[src/rtl/mem_wb_stage_if.sv]
// MEM->WB stage bundle: MEM instruction inputs, data-memory load handshake, registered writeback outputs.
// slave = the stage itself; master = whatever drives MEM and models data memory.
interface mem_wb_stage_if;
  logic        valid_me;
  logic        we_me;
  logic [4:0]  wa_me;
  logic [31:0] wd_me;
  logic        is_load_me;
  logic [2:0]  ld_type_me;
  logic        dm_req;
  logic [31:0] dm_addr;
  logic        dm_ack;
  logic [31:0] dm_rdata;
  logic        stall_me;
  logic        wb_valid;
  logic        we_wb;
  logic [4:0]  wa_wb;
  logic [31:0] wd_wb;
  logic        load_err;

  modport slave (
    input  valid_me, we_me, wa_me, wd_me, is_load_me, ld_type_me, dm_ack, dm_rdata,
    output dm_req, dm_addr, stall_me, wb_valid, we_wb, wa_wb, wd_wb, load_err
  );

  modport master (
    output valid_me, we_me, wa_me, wd_me, is_load_me, ld_type_me, dm_ack, dm_rdata,
    input  dm_req, dm_addr, stall_me, wb_valid, we_wb, wa_wb, wd_wb, load_err
  );
endinterface

[src/rtl/mem_wb_stage.sv]
// MEM->WB stage: 1-cycle ALU retire, loads retire 1 cycle after dm_ack; stall_me holds EX/MEM while a load waits.
// Optional load timeout/abort under `WB_TIMEOUT_EN (TIMEOUT cycles, load_err pulse); otherwise loads wait forever.
module mem_wb_stage #(
  parameter int TIMEOUT = 16
) (
  input logic          clk,
  input logic          rst,
  mem_wb_stage_if.slave bus
);
  localparam logic [0:0] IDLE = 1'b0;
  localparam logic [0:0] LOAD = 1'b1;

  if (TIMEOUT < 1) begin : g_bad_timeout
    $error("mem_wb_stage: TIMEOUT must be at least 1");
  end

  logic [0:0]  state;
  logic [4:0]  ld_wa;
  logic        ld_we;
  logic [2:0]  ld_type;
  logic [1:0]  ld_off;
  logic [15:0] ld_half;
  logic [7:0]  ld_byte;
  logic [31:0] ld_data;
  logic        expire;

  assign bus.stall_me = (state == LOAD);

  // Little-endian lane select; offset bits were captured with the address.
  assign ld_half = ld_off[1] ? bus.dm_rdata[31:16] : bus.dm_rdata[15:0];

  always_comb begin
    ld_byte = bus.dm_rdata[7:0];
    case (ld_off)
      2'd1:    ld_byte = bus.dm_rdata[15:8];
      2'd2:    ld_byte = bus.dm_rdata[23:16];
      2'd3:    ld_byte = bus.dm_rdata[31:24];
      default: ld_byte = bus.dm_rdata[7:0];
    endcase
    case (ld_type)
      3'b001:  ld_data = {{16{ld_half[15]}}, ld_half};
      3'b010:  ld_data = {16'h0000, ld_half};
      3'b011:  ld_data = {{24{ld_byte[7]}}, ld_byte};
      3'b100:  ld_data = {24'h000000, ld_byte};
      default: ld_data = bus.dm_rdata;
    endcase
  end

`ifdef WB_TIMEOUT_EN
  localparam int CW = $clog2(TIMEOUT + 1);
  logic [CW-1:0] to_cnt;

  // Expiry only when the data is still missing; a same-cycle ack retires normally.
  assign expire = (state == LOAD) && !bus.dm_ack && (to_cnt == CW'(TIMEOUT - 1));

  always_ff @(posedge clk or negedge rst) begin
    if (!rst) begin
      to_cnt       <= '0;
      bus.load_err <= 1'b0;
    end else begin
      bus.load_err <= expire;
      if (state == IDLE)
        to_cnt <= '0;
      else if (!bus.dm_ack)
        to_cnt <= to_cnt + CW'(1);
    end
  end
`else
  assign expire       = 1'b0;
  assign bus.load_err = 1'b0;
`endif

  always_ff @(posedge clk or negedge rst) begin
    if (!rst) begin
      state        <= IDLE;
      bus.dm_req   <= 1'b0;
      bus.dm_addr  <= 32'h0;
      bus.wb_valid <= 1'b0;
      bus.we_wb    <= 1'b0;
      bus.wa_wb    <= 5'd0;
      bus.wd_wb    <= 32'h0;
      ld_wa        <= 5'd0;
      ld_we        <= 1'b0;
      ld_type      <= 3'd0;
      ld_off       <= 2'd0;
    end else begin
      case (state)
        IDLE: begin
          bus.wb_valid <= 1'b0;
          bus.we_wb    <= 1'b0;
          if (bus.valid_me) begin
            if (bus.is_load_me) begin
              ld_wa       <= bus.wa_me;
              ld_we       <= bus.we_me;
              ld_type     <= bus.ld_type_me;
              ld_off      <= bus.wd_me[1:0];
              bus.dm_addr <= {bus.wd_me[31:2], 2'b00};
              bus.dm_req  <= 1'b1;
              state       <= LOAD;
            end else begin
              // $0 writes are dropped here since forwarding does not filter them.
              bus.wb_valid <= 1'b1;
              bus.we_wb    <= bus.we_me & (bus.wa_me != 5'd0);
              bus.wa_wb    <= bus.wa_me;
              bus.wd_wb    <= bus.wd_me;
            end
          end
        end
        LOAD: begin
          if (bus.dm_ack) begin
            bus.wd_wb    <= ld_data;
            bus.wa_wb    <= ld_wa;
            bus.we_wb    <= ld_we & (ld_wa != 5'd0);
            bus.wb_valid <= 1'b1;
            bus.dm_req   <= 1'b0;
            state        <= IDLE;
          end else if (expire) begin
            bus.wb_valid <= 1'b1;
            bus.we_wb    <= 1'b0;
            bus.dm_req   <= 1'b0;
            state        <= IDLE;
          end
        end
        default: state <= IDLE;
      endcase
    end
  end
endmodule

[src/flat_wrapper.sv]
// flat-port wrapper written by rule: the top's interface ports become plain ports
module mem_wb_stage_flat 
#(
  parameter int TIMEOUT = 16
)
  (clk, rst, bus_valid_me, bus_we_me, bus_wa_me, bus_wd_me, bus_is_load_me, bus_ld_type_me, bus_dm_ack, bus_dm_rdata, bus_dm_req, bus_dm_addr, bus_stall_me, bus_wb_valid, bus_we_wb, bus_wa_wb, bus_wd_wb, bus_load_err);
  mem_wb_stage_if bus_i ();
  input logic clk;
  input logic rst;
  input wire logic [$bits(bus_i.valid_me)-1:0] bus_valid_me;
  input wire logic [$bits(bus_i.we_me)-1:0] bus_we_me;
  input wire logic [$bits(bus_i.wa_me)-1:0] bus_wa_me;
  input wire logic [$bits(bus_i.wd_me)-1:0] bus_wd_me;
  input wire logic [$bits(bus_i.is_load_me)-1:0] bus_is_load_me;
  input wire logic [$bits(bus_i.ld_type_me)-1:0] bus_ld_type_me;
  input wire logic [$bits(bus_i.dm_ack)-1:0] bus_dm_ack;
  input wire logic [$bits(bus_i.dm_rdata)-1:0] bus_dm_rdata;
  output wire logic [$bits(bus_i.dm_req)-1:0] bus_dm_req;
  output wire logic [$bits(bus_i.dm_addr)-1:0] bus_dm_addr;
  output wire logic [$bits(bus_i.stall_me)-1:0] bus_stall_me;
  output wire logic [$bits(bus_i.wb_valid)-1:0] bus_wb_valid;
  output wire logic [$bits(bus_i.we_wb)-1:0] bus_we_wb;
  output wire logic [$bits(bus_i.wa_wb)-1:0] bus_wa_wb;
  output wire logic [$bits(bus_i.wd_wb)-1:0] bus_wd_wb;
  output wire logic [$bits(bus_i.load_err)-1:0] bus_load_err;
  assign bus_i.valid_me = bus_valid_me;
  assign bus_i.we_me = bus_we_me;
  assign bus_i.wa_me = bus_wa_me;
  assign bus_i.wd_me = bus_wd_me;
  assign bus_i.is_load_me = bus_is_load_me;
  assign bus_i.ld_type_me = bus_ld_type_me;
  assign bus_i.dm_ack = bus_dm_ack;
  assign bus_i.dm_rdata = bus_dm_rdata;
  assign bus_dm_req = bus_i.dm_req;
  assign bus_dm_addr = bus_i.dm_addr;
  assign bus_stall_me = bus_i.stall_me;
  assign bus_wb_valid = bus_i.wb_valid;
  assign bus_we_wb = bus_i.we_wb;
  assign bus_wa_wb = bus_i.wa_wb;
  assign bus_wd_wb = bus_i.wd_wb;
  assign bus_load_err = bus_i.load_err;
  mem_wb_stage #(.TIMEOUT(TIMEOUT)) u_core (.clk(clk), .rst(rst), .bus(bus_i));
endmodule
[config.mk]
export PLATFORM = sky130hd
export DESIGN_NAME = mem_wb_stage_flat
export DESIGN_NICKNAME = d
export VERILOG_FILES = /design/src/rtl/mem_wb_stage_if.sv /design/src/rtl/mem_wb_stage.sv /design/src/flat_wrapper.sv
export SDC_FILE = /design/constraint.sdc
export NUM_CORES = 1
export LEC_CHECK = 0
export CAP_MARGIN = 30
export CORE_AREA = 2 2 102 104
export DETAILED_ROUTE_END_ITERATION = 16
export DIE_AREA = 0 0 104 106
export GPL_TIMING_DRIVEN = 0
export PLACE_DENSITY = 0.77
export RECOVER_POWER = 25
export SLEW_MARGIN = 20
export SYNTH_ARGS = -nofsm -noshare
export SYNTH_HDL_FRONTEND = slang
export SYNTH_SLANG_ARGS = --single-unit
[constraint.sdc]
create_clock -name clk -period 2 [get_ports clk]
set_input_delay 0.2 -clock clk [delete_from_list [all_inputs] [get_ports clk]]
set_output_delay 0.2 -clock clk [all_outputs]
set_load 0.02 [all_outputs]
Word level (Yosys, flattened, before mapping)

Cells that the tools add are included.

Equal/unequal tests: 11
Mux-type cells: 27
Bitwise operators: 3
Reductions and logical operators: 5

Operators by type and width:

| kind                                                                   | count |
|---|---|
| 32-bit case mux with 4 select lines                                    | 1 |
| 32-bit two-way mux                                                     | 3 |
| 32-bit case mux with 2 select lines                                    | 1 |
| 8-bit case mux with 3 select lines                                     | 1 |
| 16-bit two-way mux                                                     | 1 |
| 5-bit two-way mux                                                      | 3 |
| 1-bit two-way mux                                                      | 12 |
| 5-bit case mux with 2 select lines                                     | 1 |
| 5-bit nonzero test                                                     | 2 |
| 3-bit AND reduction                                                    | 3 |
| 2-bit inequality test (second input constant)                          | 4 |
| 1-bit case mux with 2 select lines                                     | 4 |
| 3-bit by 2-bit equality test with 1-bit output (second input constant) | 2 |
| 2-bit equality test (second input constant)                            | 2 |
| 3-bit by 1-bit equality test with 1-bit output (second input constant) | 1 |
| 3-bit equality test (second input constant)                            | 1 |
| 1-bit bitwise AND                                                      | 2 |
| 2-bit by 1-bit equality test with 1-bit output (second input constant) | 1 |
| 1-bit NOT                                                              | 1 |

Flip-flop bits (word level): 82

Depth between registers and ports, before layout

Gate-level depths: netlist of the first run.

Depth in word-level cells: 5
Gate-level depth with buffers: 7

Least setup slack after synthesis of the first run

No wires, ideal clock.

Kind: register to register
Start point: reg u_core.ld_off[1]
End point: reg u_core.bus.wd_wb[7]
Data arrival time: 1499 ps
Path slack: 380 ps
Stages on the path, launching flop included: 6
Path buffers: 0
Period minus slack after synthesis: 1620 ps
Path through: dfrtp_1 mux4_1 mux2_2 nand2_1 o211a_1 o21ai_1

Word-level cells in the longest chain between the ends: 5
Elaborated cells between the ends (all ways): 8
Classes of those cells: eq/ne (3); mux (5)

RTL lines:

| item                                                                                  | line                  | RTL |
|---|---|---|
| start, declared                                                                       | mem_wb_stage.sv:21    | `logic [1:0] ld_off;` |
| start signal, assigned                                                                | mem_wb_stage.sv:96    | `ld_off <= bus.wd_me[1:0];` |
| 2-bit equality test or 2-bit by 1-bit equality test with 1-bit output (tied branches) | mem_wb_stage.sv:34    | `case (ld_off)` |
| 8-bit case mux with 3 select lines                                                    | mem_wb_stage.sv:34    |  |
| 32-bit case mux with 4 select lines *                                                 | mem_wb_stage.sv:40    | `case (ld_type)` |
| 32-bit two-way mux *                                                                  | mem_wb_stage.sv:110   | `if (bus.dm_ack) begin` |
| 32-bit case mux with 2 select lines *                                                 | mem_wb_stage.sv:87    | `case (state)` |
| end signal, assigned                                                                  | mem_wb_stage.sv:105   | `bus.wd_wb <= bus.wd_me;` |
| end signal, assigned                                                                  | mem_wb_stage.sv:111   | `bus.wd_wb <= ld_data;` |
| end, declared                                                                         | mem_wb_stage_if.sv:23 | `output dm_req, dm_addr, stall_me, wb_valid, we_wb, wa_wb, wd_wb, load_err` |

Every way passes the cells marked *; elsewhere a longest branch is shown, timed or not. The select of a mux whose other input is x is not followed.
A chain may end at the register's enable or synchronous reset.

Final worst setup path of the first run

Start point: reg u_core.ld_type[2]
End point: reg u_core.bus.wd_wb[26]

Word-level cells in the longest chain between the ends: 4
Elaborated cells between the ends (all ways): 7
Classes of those cells: eq/ne (4); mux (3)

RTL lines:

| item                                        | line                | RTL |
|---|---|---|
| start, declared                             | mem_wb_stage.sv:20  | `logic [2:0] ld_type;` |
| start signal, assigned                      | mem_wb_stage.sv:95  | `ld_type <= bus.ld_type_me;` |
| 3-bit equality test (tied with other cells) | mem_wb_stage.sv:40  |  |
| 32-bit case mux with 4 select lines *       | mem_wb_stage.sv:40  |  |
| 32-bit two-way mux *                        | mem_wb_stage.sv:110 |  |
| 32-bit case mux with 2 select lines *       | mem_wb_stage.sv:87  |  |

Marked as above.

==> results.toml, run 1 <==
[synthesis]
ys_seq_elements = 82
sequential_cell_area_fraction_in_the_yosys_report = 0.4843
yosys_most_used_dff = "sky130_fd_sc_hd__dfrtp_1"
yosysWarningCount = 0
synth_area_in_compound_gates = 0.1970
synthesized_area_fraction_occupied_by_xor_and_xnor_cells = 0.005907
synth_async_reset_ratio = 1.000
netlist_area_sq_um = 4237
synth_top_family_by_area = "compound AO/OA/AOI/OAI gates"
synthesized_area_per_cell_sq_um = 10.11
post_synth_edffs = 0
post_synth_and_or_nand_nor_area_fraction = 0.1013
synth_adder_area_share = 0.01063
muxShareOfSynthArea = 0.1553
post_synth_inst_count = 419
netlist-cell-type-count = 44

[place]
io_buffer_count = 148
gpl.final_weighted_congestion = 0.8970
total_placed_cells_including_tap_cells = 706
dp_hpwl_mm = 10.20

[clock_tree]
clkLatencyLatePin_ps = 350
clkTransAtPathRegs_ps = 90
cts_max_level = 3
number_of_buffers_added_by_the_clock_tree_synthesis_step = 9
cts_setup_buffers = 0
cts_buffer_depth = 2
cts_root_buf = "sky130_fd_sc_hd__clkbuf_8"
numClockSinks = 82
tritoncts_clock_tree = "built"

[setup_path]
path_class = "register to register"
timing.critical_path.cells = "buf_2 -> inv_1 -> xnor2_2 -> buf_2 -> nand2_1 -> a21oi_1 -> a21o_1"
worst_ep_arrival_time_ps = 2170
worstSetupStartpoint = "u_core.ld_type[2]$_DFFE_PN0P_"
slowest_stage = "sky130_fd_sc_hd__xnor2_2"
crit_fanout = 10
worst_r2r_path_depth = 7
critPathCapture = "u_core.bus.wd_wb[26]$_DFFE_PN0P_"
worstSetupStartpointType = "register"
end_kind = "register"
worstReg2RegStart = "u_core.ld_type[2]$_DFFE_PN0P_"
reg2reg_setup_slack_ps = 130
cp_num_buf_inv = 3
timing.rr.end = "u_core.bus.wd_wb[26]$_DFFE_PN0P_"
crit_cells = 7
critPathMaxStageDelay_ps = 410
timing.critical_path.required_ps = 2300
critical_path.top_delay_family = "buffers and inverters"
cpMostUsedCell = "sky130_fd_sc_hd__buf_2"

[sta]
finalClockSkew_ps = 7.509
period_needed_ps = 1871
report.final.hold_viol_count = 0
fin_crit_sh = 0.9356
relSlewSlack = 0.4356
slew_limit_fails = 0
final-setup-viol-count = 0
unrepaired_setup_endpoints_after_global_routing = "no"
holdWs_ps = 453.2
max_freq_mhz = 534.4
worstMarginPinSlew_ps = 846.6

[finish]
layout.core_utilization = 0.6155
total_area_of_multi_input_combinational_cells_sq_um = 2016
post_route_cells_drive_above_1_share = 0.1670
final-instance-count-excl-fill = 723
layout.filler_cells = 886
area_growth_pct = 45.27
layout.cells.most_common_list = "sky130_fd_sc_hd__clkdlybuf4s50_1 (147), sky130_fd_sc_hd__dfrtp_1 (82), sky130_fd_sc_hd__a21oi_1 (59)"
num-nets-final = 660
final_common_cell = "sky130_fd_sc_hd__clkdlybuf4s50_1"
final-seq-area_sq_um = 2052
antenna_cells_inserted = 0

[floorplan]
die_area_sq_um = 11020
die_y_extent_microns = 106
top_level_ports = 152
core_area_sq_um = 10000
die_w_microns = 104
initial_util = 0.4237
placementRows = 37

[drt]
detail_route.wl_per_cell_microns = 18.24
drt-vias-per-instance = 5.405
first_iter_violations = 241
via_count = 3908
detail_route.first_pass.iterations = 6
drtAntennaViolNets = 0
totalWireLength_mm = 13.18
drcViolationCount = 0

[pwr]
worst_vdd_rail_ir_drop_v = 0.0005597
share_seq_of_total_power = 0.362
switching_share = 0.3647
leakagePower_uw = 0.002630
cellInternalPower_uw = 4013
net-switching-power_uw = 2303
power_per_cell_area_nw_per_um2 = 1026
power.share.combinational = 0.437
totalPowerFinal_uw = 6316
share_clk_of_total_power = 0.201

[grt]
grt_pass1_vias = 3878
grt_overall_usage = 0.2440
grt_first_pass_wirelength_mm = 21.05
grt_start_max_net_pins = 54
overflow_left_after_global_routing = 0
number_of_antenna_violations_at_the_first_check_in_global_routing = 0

[run]
max_cap_violations = 0

[hold_path]
hold_path.class = "primary input to register"
min_delay_path_depth = 3

[status]
outcome = "complete, no violations"
worst min-delay path by stage:
stage                                               endpoint                        startpoint  slack [ps]
after floorplan           u_core.bus.dm_addr[10]$_DFFE_PN0P_                               rst        -100
after global placement      u_core.bus.wd_wb[23]$_DFFE_PN0P_  u_core.bus.wd_wb[23]$_DFFE_PN0P_         460
after detailed placement    u_core.bus.wd_wb[14]$_DFFE_PN0P_                               rst         170
after CTS                 u_core.bus.dm_addr[27]$_DFFE_PN0P_                               rst         340
after global routing         u_core.bus.wd_wb[1]$_DFFE_PN0P_                   bus_dm_rdata[1]         460
final                        u_core.bus.wd_wb[1]$_DFFE_PN0P_                   bus_dm_rdata[1]         450
kinds of logic (layout without fill, tap and decap cells):
group,count (synthesis),count (layout)
multiplexers,58,58
AND/OR/NAND/NOR,97,97
other,1,3
adder cells (fa/ha/maj),4,4
buffers and inverters,37,203
XOR/XNOR,2,2
flip-flops,82,82
AO/OA/AOI/OAI,138,138
power groups by stage:
| stage | clock network, uW | registers (uW) | logic, uW |
|---|---|---|---|
| 2_1_floorplan | 0 | 2730 | 1070 |
| 3_3_place_gp | 0 | 2300 | 2710 |
| 3_5_place_dp | 0 | 2320 | 2750 |
| 4_1_cts | 1290 | 2290 | 2760 |
| 5_1_grt | 1360 | 2330 | 2960 |
| 6_report | 1270 | 2290 | 2760 |
timing repair:
item,CTS,global route
endpoints found under the setup margin,1,24
gates resized for setup,1,10
endpoints found under the hold margin,29,0
hold buffers,1,0
pin swaps,0,1
cells in the mapped netlist, types with 3 or more instances:
cell type | number | area, sq um
sky130_fd_sc_hd__dfrtp_1 | 82 | 2052
sky130_fd_sc_hd__a21oi_1 | 59 | 295.3
sky130_fd_sc_hd__nand2_1 | 45 | 168.9
sky130_fd_sc_hd__mux2_2 | 43 | 484.2
sky130_fd_sc_hd__nor2_1 | 26 | 97.59
sky130_fd_sc_hd__o21ai_0 | 26 | 130.1
sky130_fd_sc_hd__a21o_1 | 14 | 105.1
sky130_fd_sc_hd__buf_2 | 13 | 65.06
sky130_fd_sc_hd__clkbuf_1 | 11 | 41.29
sky130_fd_sc_hd__o21ai_1 | 9 | 45.04
sky130_fd_sc_hd__mux2i_1 | 8 | 80.08
sky130_fd_sc_hd__a221o_1 | 7 | 70.07
sky130_fd_sc_hd__a22o_1 | 7 | 61.31
sky130_fd_sc_hd__and2_1 | 6 | 37.54
sky130_fd_sc_hd__mux2_1 | 6 | 67.56
sky130_fd_sc_hd__inv_1 | 5 | 18.77
sky130_fd_sc_hd__maj3_2 | 4 | 45.04
sky130_fd_sc_hd__nor2b_1 | 4 | 25.02
sky130_fd_sc_hd__nor3_1 | 4 | 20.02
sky130_fd_sc_hd__a221oi_1 | 3 | 26.28
sky130_fd_sc_hd__buf_4 | 3 | 22.52
sky130_fd_sc_hd__buf_6 | 3 | 33.78
sky130_fd_sc_hd__nand3_1 | 3 | 15.01
worst register-to-register path, cell delays in order, from the launching register on:
cell and delay [ps]:
sky130_fd_sc_hd__dfrtp_1 380, sky130_fd_sc_hd__buf_2 230, sky130_fd_sc_hd__inv_1 150, sky130_fd_sc_hd__xnor2_2 410
sky130_fd_sc_hd__buf_2 290, sky130_fd_sc_hd__nand2_1 100, sky130_fd_sc_hd__a21oi_1 160, sky130_fd_sc_hd__a21o_1 100
final cells by class:
| cell class | count | share of cell area |
|---|---|---|
| plain buffers | 31 | 0.02785 |
| inverters | 6 | 0.003659 |
| clock inverters | 6 | 0.01159 |
| well taps | 136 | 0.02765 |
| clock buffers | 10 | 0.02236 |
| repair buffers | 150 | 0.2460 |
| flip-flops and latches | 82 | 0.3334 |
| multi-input cells | 302 | 0.3275 |
layer usage:
layer  global-route usage  vias to the layer above  part of all wire
li1                     -                     1824                 -
met1               0.3150                     1899              0.42
met2               0.4131                      171              0.49
met3              0.05702                       14             0.076
met4              0.06757                        0             0.015
met5                    0                        -                 0
registers in the layout (all words and copies together), names as in the netlist, 2 cells and up:
name                cells
u_core.ld_type          3
u_core.bus.wa_wb        5
u_core.bus.dm_addr     30
u_core.bus.wd_wb       32
u_core.ld_wa            5
u_core.ld_off           2
metrics by stage:
stage                     setup TNS [ps]  cell area [sq um]  worst slack [ps]
after floorplan                        0               4244             380.0
after global placement           -179830               5896             -2197
after detailed placement          -842.0               5921            -97.30
after CTS                              0               6141             38.02
after global routing                   0               6155             10.06
final                                  0               6155             128.7
(Power assumes the default switching activity.)
==> run 2, diff against run 1 <==
Settings changed: CORE_AREA 2 2 102 104 to 2 2 106 108, DIE_AREA 0 0 104 106 to 0 0 108 110, PLACE_DENSITY 0.77 to 0.72.
==> run 2 against run 1 <==
Compared with the run above: utilization down 4.1 points; cell count increased by 0.69%; count of clock-buffer cells in the layout decreased by 1.
==> results.toml, run 2 (synthesis results as in run 1) <==
[status]
outcome = "complete, no violations"

[finish]
registers.top_by_ff_count = "u_core.bus.wd_wb"
post_route_cells_drive_above_1_share = 0.1667
total_area_of_multi_input_combinational_cells_sq_um = 2016
layout.cells.most_common_list = "sky130_fd_sc_hd__clkdlybuf4s50_1 (147), sky130_fd_sc_hd__dfrtp_1 (82), sky130_fd_sc_hd__a21oi_1 (59)"
final-seq-area_sq_um = 2052
final_common_cell = "sky130_fd_sc_hd__clkdlybuf4s50_1"
antenna_cells_inserted = 0
largest_register_ff_count = 32
area_growth_pct = 45.10
top_regs = "u_core.bus.wd_wb (32), u_core.bus.dm_addr (30)"
layout.filler_cells = 959
num-nets-final = 661
finalInstanceArea_sq_um = 6147

[sta]
finalClockSkew_ps = 12.90
relSlewSlack = 0.4826
final_critical_path_setup_slack_ps = 109.5
fin_crit_sh = 0.9453
period_needed_ps = 1891
unrepaired_setup_endpoints_after_global_routing = "no"
slew_limit_fails = 0
holdWs_ps = 452.2
final-setup-viol-count = 0
max_freq_mhz = 529.0
report.final.hold_viol_count = 0
worstMarginPinSlew_ps = 776.1

[setup_path]
timing.critical_path.cells = "buf_6 -> buf_6 -> and2_1 -> maj3_2 -> a221oi_1 -> o22ai_1"
path_class = "register to register"
worstSetupStartpointType = "register"
worst_ep_arrival_time_ps = 2130
cpMostUsedCell = "sky130_fd_sc_hd__buf_6"
slowest_stage = "sky130_fd_sc_hd__dfrtp_1"
crit_fanout = 10
timing.critical_path.required_ps = 2230
critPathMaxStageDelay_ps = 470
critical_path.top_delay_family = "compound AO/OA/AOI/OAI gates"
end_kind = "register"
cp_num_buf_inv = 2

[place]
gpl.final_weighted_congestion = 0.9109
detailedPlace.worstSlack_ps = -66.39
io_buffer_count = 148
place_area_sq_um = 5926
dp_hpwl_mm = 10.56

[floorplan]
top_level_ports = 152
core_area_sq_um = 10700
placementRows = 38
die_w_microns = 108
initial_util = 0.3960
die_y_extent_microns = 110
die_area_sq_um = 11880

[pwr]
worst_vdd_rail_ir_drop_v = 0.0004931
power_per_cell_area_nw_per_um2 = 1029
leakagePower_uw = 0.002626

[drt]
first_iter_violations = 248
detail_route.wl_per_cell_microns = 18.71
detail_route.first_pass.iterations = 4
drcViolationCount = 0
totalWireLength_mm = 13.62
drtAntennaViolNets = 0
via_count = 3879
drt-vias-per-instance = 5.328

[run]
max_cap_violations = 0

[hold_path]
hold_path.class = "primary input to async pin"

[clock_tree]
number_of_buffers_added_by_the_clock_tree_synthesis_step = 9
cts_buffer_depth = 2
cts_root_buf = "sky130_fd_sc_hd__clkbuf_8"
numClockSinks = 82
clkLatencyLatePin_ps = 370
tritoncts_clock_tree = "built"
clkTransAtPathRegs_ps = 90
cts_max_level = 3

[grt]
grt_start_max_net_pins = 53
grt_first_pass_wirelength_mm = 21.19
grt_pass1_vias = 3881
grt_overall_usage = 0.2365
number_of_antenna_violations_at_the_first_check_in_global_routing = 0
overflow_left_after_global_routing = 0
==> run 2: routing by layer <==
layer  global-route usage  share of wire
met1               0.2929           0.40
met2               0.3814           0.47
met3              0.07231           0.10
met4               0.1081          0.035
met5                    0              0
==> run 2: final timing paths <==
check | startpoint | endpoint | slack (ps) | cells past startpoint
max | u_core.ld_off[1]$_DFFE_PN0P_ | u_core.bus.wd_wb[11]$_DFFE_PN0P_ | 110 | 6
min in group clk | bus_dm_rdata[4] | u_core.bus.wd_wb[4]$_DFFE_PN0P_ | 460 | 3
max reg2reg | u_core.ld_off[1]$_DFFE_PN0P_ | u_core.bus.wd_wb[11]$_DFFE_PN0P_ | 110 | 6
min | rst | u_core.bus.dm_addr[16]$_DFFE_PN0P_ | 450 | 2
min reg2reg | u_core.bus.dm_req$_DFFE_PN0P_ | u_core.bus.dm_req$_DFFE_PN0P_ | 480 | 2
max in group asynchronous | rst | u_core.bus.wa_wb[2]$_DFFE_PN0P_ | 270 | 3
==> run 2: metrics by stage <==
step	instances	utilization	power (uW)	setup TNS, ps
floorplan	421	-	3795	0
global placement	709	0.5516	5011	-181780
detailed placement	710	0.5539	5078	-475.3
CTS	727	0.5750	6367	0
global route	728	0.5746	6710	0
finish	728	0.5746	6325	0
==> run 2: area by class of cell <==
cell class / count / area share
Clock inverter: 7 / 0.01364
Tap cell: 140 / 0.02850
Inverter: 6 / 0.003664
Multi-Input combinational cell: 302 / 0.3279
Buffer: 31 / 0.02809
Clock buffer: 9 / 0.02015
Sequential cell: 82 / 0.3338
Timing Repair Buffer: 151 / 0.2442
==> run 2: what timing repair did <==
action                                 CTS  global route
gates resized for setup                  1            10
endpoints found under the hold margin   30             0
hold buffers                             1             0
setup endpoints to repair                3            28
pin swaps                                0             1
setup buffers                            0             1
==> run 2: worst register-to-register path, delay by kind of cell, from the launching register on <==
kind	cells	cell delay [ps]
AOI/OAI and AO/OA	2	530
buffers and inverters	2	330
DFF	1	470
and+or+nand+nor	1	140
adders and majority gates	1	300
==> run 2: where the power goes <==
group	switching, uW	leakage [uW]	total [uW]	internal (uW)
clock network	666	0.000103	1270	601
registers	237	0.000974	2290	2060
logic	1430	0.00155	2770	1330
